$ cat src/rtl/npc_trap_pkg.sv
// Shared trap/halt definitions for the NPC core.
// Holds the EBREAK encoding and the halt-unit state type.
package npc_trap_pkg;

   localparam logic [31:0] EBREAK_INST = 32'h0010_0073;

   typedef enum logic [1:0] {
      RUN   = 2'd0,
      DRAIN = 2'd1,
      REQ   = 2'd2,
      DONE  = 2'd3
   } halt_state_e;

endpackage

$ cat src/rtl/ebreak_perf_counters.sv
// Cycle and retired-instruction counters reported with the halt.
// Ports: clock, reset_n, cyc_en, ret_en -> halt_cycles, halt_instret.
module ebreak_perf_counters (
   input  logic        clock,
   input  logic        reset_n,
   input  logic        cyc_en,
   input  logic        ret_en,
   output logic [63:0] halt_cycles,
   output logic [63:0] halt_instret
);

   always_ff @(posedge clock or negedge reset_n) begin
      if (!reset_n) begin
         halt_cycles  <= '0;
         halt_instret <= '0;
      end else begin
         if (cyc_en) halt_cycles  <= halt_cycles + 64'd1;
         if (ret_en) halt_instret <= halt_instret + 64'd1;
      end
   end

endmodule

$ cat src/rtl/ebreak_halt_unit.sv
// EBREAK halt unit: freezes the core on a retiring EBREAK, waits for
// the LSU to drain (bounded by DRAIN_MAX), then hands the exit code
// and trap PC to the harness over halt_valid/halt_ready.
// Ports: clock, reset_n, wb_valid/wb_inst/wb_pc, a0_value, lsu_busy,
//   stall_req, halt_valid, halt_ready, halt_code, halt_pc,
//   halt_timeout, halted.
// Macro EBREAK_HALT_PERF_EN adds halt_cycles and halt_instret.
module ebreak_halt_unit
   import npc_trap_pkg::*;
#(
   parameter int XLEN      = 64,
   parameter int DRAIN_MAX = 16
) (
   input  logic            clock,
   input  logic            reset_n,
   input  logic            wb_valid,
   input  logic [31:0]     wb_inst,
   input  logic [XLEN-1:0] wb_pc,
   input  logic [XLEN-1:0] a0_value,
   input  logic            lsu_busy,
   output logic            stall_req,
   output logic            halt_valid,
   input  logic            halt_ready,
   output logic [XLEN-1:0] halt_code,
   output logic [XLEN-1:0] halt_pc,
   output logic            halt_timeout,
   output logic            halted
`ifdef EBREAK_HALT_PERF_EN
   ,
   output logic [63:0]     halt_cycles,
   output logic [63:0]     halt_instret
`endif
);

   localparam int CW = $clog2(DRAIN_MAX + 1);
   localparam logic [CW-1:0] CNT_LAST = CW'(DRAIN_MAX - 1);

   halt_state_e     state_q, state_d;
   logic [CW-1:0]   cnt_q, cnt_d;
   logic [XLEN-1:0] code_q, code_d;
   logic [XLEN-1:0] pc_q, pc_d;
   logic            to_q, to_d;
   logic            hit;

   assign hit = wb_valid && (wb_inst == EBREAK_INST);

   // Combinational so the instruction after EBREAK never commits.
   assign stall_req = hit || (state_q != RUN);

   always_comb begin
      state_d = state_q;
      cnt_d   = cnt_q;
      code_d  = code_q;
      pc_d    = pc_q;
      to_d    = to_q;
      unique case (state_q)
         RUN: begin
            if (hit) begin
               state_d = DRAIN;
               cnt_d   = '0;
               code_d  = a0_value;
               pc_d    = wb_pc;
            end
         end
         DRAIN: begin
            cnt_d = cnt_q + 1'b1;
            // A drain that finishes on the last allowed cycle
            // still counts as clean.
            if (!lsu_busy) begin
               state_d = REQ;
               to_d    = 1'b0;
            end else if (cnt_q == CNT_LAST) begin
               state_d = REQ;
               to_d    = 1'b1;
            end
         end
         REQ: begin
            if (halt_ready) state_d = DONE;
         end
         DONE: begin
            state_d = DONE;
         end
         default: begin
            state_d = RUN;
         end
      endcase
   end

   always_ff @(posedge clock or negedge reset_n) begin
      if (!reset_n) begin
         state_q <= RUN;
         cnt_q   <= '0;
         code_q  <= '0;
         pc_q    <= '0;
         to_q    <= 1'b0;
      end else begin
         state_q <= state_d;
         cnt_q   <= cnt_d;
         code_q  <= code_d;
         pc_q    <= pc_d;
         to_q    <= to_d;
      end
   end

   assign halt_valid   = (state_q == REQ);
   assign halted       = (state_q == DONE);
   assign halt_code    = code_q;
   assign halt_pc      = pc_q;
   assign halt_timeout = to_q;

`ifdef EBREAK_HALT_PERF_EN
   ebreak_perf_counters u_perf (
      .clock        (clock),
      .reset_n      (reset_n),
      .cyc_en       (state_q != DONE),
      .ret_en       (wb_valid && (state_q == RUN)),
      .halt_cycles  (halt_cycles),
      .halt_instret (halt_instret)
   );
`endif

endmodule
$ cat config.mk
export PLATFORM = sky130hd
export DESIGN_NAME = ebreak_halt_unit
export DESIGN_NICKNAME = d
export VERILOG_FILES = /design/src/rtl/npc_trap_pkg.sv /design/src/rtl/ebreak_perf_counters.sv /design/src/rtl/ebreak_halt_unit.sv
export SDC_FILE = /design/constraint.sdc
export NUM_CORES = 1
export LEC_CHECK = 0
export BUFFER_PORTS_ARGS = -buffer_cell sky130_fd_sc_hd__buf_2
export CAP_MARGIN = 15
export CORE_MARGIN = 1
export CORE_UTILIZATION = 29
export CTS_CLUSTER_DIAMETER = 40
export DETAILED_ROUTE_END_ITERATION = 7
export GPL_TIMING_DRIVEN = 0
export SETUP_SLACK_MARGIN = 0.2
export SYNTH_ARGS = -nofsm -noshare
export SYNTH_HDL_FRONTEND = slang
export SYNTH_SLANG_ARGS = --single-unit
export TNS_END_PERCENT = 20
$ cat constraint.sdc
create_clock -name clock -period 2.11 [get_ports clock]
set_input_delay 0.3165 -clock clock [delete_from_list [all_inputs] [get_ports clock]]
set_output_delay 0.3165 -clock clock [all_outputs]
set_load 0.03 [all_outputs]
==> summary.txt <==
Status
  – Status: complete, no violations

Synth
  – Syn. warnings: 0
  – Part of the Yosys area used for sequential elements: 0.5721
  – Yosys top cell area share: 0.5721
  – Synth top cells by count: dfrtp_1 (136), mux2_4 (120), buf_12 (13), mux2_2 (8)
  – Mapped Avg Cell Area: around 18 µm²
  – Main flop type after synthesis: dfrtp_1
  – Post-synth cell types: 32
  – Synth area leaders: dfrtp_1 (57%), mux2_4 (30%), buf_12 (4.4%)
  – Synth Instances: ~330
  – Register bit count reported by yosys: around 140
  – Post-Syn Nets: about 500
  – Async SR Flop Fraction: 1.000
  – Post-synth EDFFs: 0
  – Dominant cell type by area after synthesis: dfrtp_1
  – Synthesized area: 5948 µm²
  – Most common cell in the synthesized netlist: dfrtp_1

Power
  – Power after layout: a little over 6 mW
  – LEAKAGE: slightly below 5 nW
  – Comb pwr share: 0.059
  – Reg power frac: 0.428
  – Clk pwr share: 0.514
  – Net Switching: 1.340 mW
  – Switching Share: 0.2159
  – Int Pwr: around 4.9 mW
  – Peak supply drop: 0.4127 mV
  – Pwr/cell area: 675.4 nW/µm²

Cells and area
  – Fillers: 1833
  – Layout Nets: 855
  – Layout cell share with drive strength beyond 1: 0.7525
  – Area grow syn2layout: 54.48%
  – Final core utilization: 0.4556
  – Area of the multi-input gates: between 2000 and 2500 µm²
  – Register Area: between 3000 and 4000 µm²
  – Design area: 9189 µm²

Global routing
  – Total congestion overflow: 0
  – Largest net degree at the start of global routing: a little over 80
  – Vias in the first global route: approximately 4.1k
  – First-pass GRT wire length: 23160 µm
  – Antenna violations before repair: 1
  – Global Route Usage Sum: 0.1441

Clocking
  – TritonCTS clock tree: done
  – Htree depth: 4
  – Num CTS Buffers: 17
  – Clk Latency, worst-skew pair: between 0.4 and 0.5 ns
  – Clock transition at the registers of the reported paths: 0.06 ns
  – Maximum root-to-sink buffer count: 2
  – Clock sink count: between 100 and 150
  – Clock root buffer: clkbuf_16

Die
  – Row cnt: 52
  – Die Y: 145.2 µm
  – Die ar.: about 21000 µm²
  – Chip width: between 100 and 150 µm
  – Total I/O pin count: 297
  – Starting Density: 0.2949
  – Core footprint: around 20000 µm²

Critical path
  – Crit-path max cell delay: 0.51 ns
  – CP Depth: 7
  – Critical path's top delay family: simple AND/OR/NAND/NOR gates
  – Arrival @ worst endpoint: 1.71 ns
  – Critical path cell sequence: buf_6 > nor4b_4 > nand3b_1 > or4_4 > buf_6 > nand2_4 > buf_6
  – Worst path required time: 1.79 ns
  – Critical-path top delay cell: or4_4
  – CP max FO: 2
  – Critical Path Most Common Cell: buf_6
  – Setup crit end kind: primary output
  – Cells on worst reg2reg path: 10
  – Bufs and invs on worst path: 3
  – Critical Path Start Type: input pin
  – Critical path class: input pin to primary output

STA
  – Fmax: 0.4924 GHz
  – Number of max-slew violations in the final report: 0
  – Tmin final: ~2.0 ns
  – RSZ-0062 raised after global routing: yes
  – Tightest Pin Transition: between 0.5 and 0.6 ns
  – Clock Skew: about 0.0086 ns
  – Crit share post-route: 0.9624
  – Slew margin rel.: 0.6238
  – Fin. Hold Viols: 0
  – Finish-stage setup viols: 0

Detailed routing
  – Routed Antenna Nets: 0
  – # DRC: 0
  – Vias per cell: around 4.2
  – Detailed Routing Iterations Pass 1: 4
  – Total wire length: ~15000 µm
  – Initial DRC Count: 72
  – WL per Instance: roughly 16 µm
  – Via count: 4046

Place
  – Placed cell areas: between 7000 and 8000 µm²
  – PortBufs: around 300
  – Final RePlAce weighted congestion: ~0.73
  – Hpwl dp: slightly above 10000 µm

Hold path
  – Hold crit path type: input pin to register
  – Hold Path Depth: 2

Job
  – Max cap viols: 0
[layout make-up]
| class | instances | area share |
|---|---|---|
| Tap cell | 270 | 0.03676 |
| Antenna cell | 1 | 0.0002723 |
| Buffer | 16 | 0.03227 |
| Sequential cell | 136 | 0.3706 |
| Timing Repair Buffer | 335 | 0.2354 |
| Multi-Input combinational cell | 177 | 0.2545 |
| Clock inverter | 11 | 0.01879 |
| Clock buffer | 19 | 0.04929 |
| Inverter | 5 | 0.002042 |
[timing repair]
item | in CTS | in global routing
gates resized for setup | 15 | 40
gates cloned | 7 | 3
pin swaps | 6 | 7
buffers inserted | 11 | 16
endpoints found under the hold margin | 56 | 0
endpoints found under the setup margin | 134 | 130
hold buffers | 1 | 0
[worst reg2reg max path: cells and delay by family (launching register included)]
| kind | cells | cell delay, ns |
|---|---|---|
| buf+inv | 7 | 0.75 |
| flops | 1 | 0.43 |
| simple gates | 2 | 0.34 |
| mux | 1 | 0.29 |
[cells in the final DEF, fill, tap and decap left out, drive strengths merged, types with 4 or more instances in the layout]
master,Yosys,final
clkbuf,1,23
inv,5,6
dfrtp,136,136
buf,15,346
a21oi,4,4
nor4b,4,4
a31o,5,5
nand2,6,6
mux2,128,128
clkinv,0,5
bufinv,0,4
o21ai,6,6
[stage by stage]
step                      cells  setup TNS (ns)  setup WS [ns]  hold slack (ns)
after global placement      900         -238.03         -1.295           0.4852
after CTS                   950               0        0.02355           0.1079
after global routing        969               0        0.01106           0.1047
final                       970               0        0.07932           0.1303
after detailed placement    901          -68.48        -0.5483           0.3295
after floorplan             334               0         0.2153          0.02091
[kinds of logic after synthesis]
kind of cell	after synthesis	share of synthesized area
compound gates	16	0.01725
fa+ha+maj	2	0.004206
buf+inv	21	0.05027
flops	136	0.5721
mux	129	0.3197
simple gates	30	0.03639
[final timing paths]
check                       startpoint          end  slack, ns
max in group asynchronous      reset_n   state_q[0]       0.84
setup / recovery            wb_inst[8]    stall_req       0.08
setup reg to reg            state_q[0]   halt_pc[8]       0.17
hold reg to reg            halt_pc[42]  halt_pc[42]       0.50
min in group asynchronous      reset_n  halt_pc[11]       0.44
hold / removal               wb_pc[58]  halt_pc[58]       0.13
[flip-flops by register name (all words and copies together) (netlist names)]
signal,flops
halt_code,64
cnt_q,5
state_q,2
halt_pc,64
halt_timeout,1
[power by group through the flow]
| stage | logic [mW] | registers, mW | clock network, mW |
|---|---|---|---|
| floorplan | 0.115 | 2.70 | 0 |
| global placement | 0.343 | 2.70 | 0 |
| detailed placement | 0.355 | 2.70 | 0 |
| CTS | 0.367 | 2.65 | 3.29 |
| global route | 0.412 | 2.65 | 3.40 |
| finish | 0.364 | 2.65 | 3.19 |
[routing by layer]
metal	up-vias	share of wire	wire [µm]	track usage
li1	1899	-	-	-
met2	162	0.51	7618	0.2430
met3	14	0.061	910	0.04686
met4	0	0.012	180	0.04632
met1	1971	0.42	6328	0.1731
met5	-	0	0	0
Power figures use the tool's default switching activity.
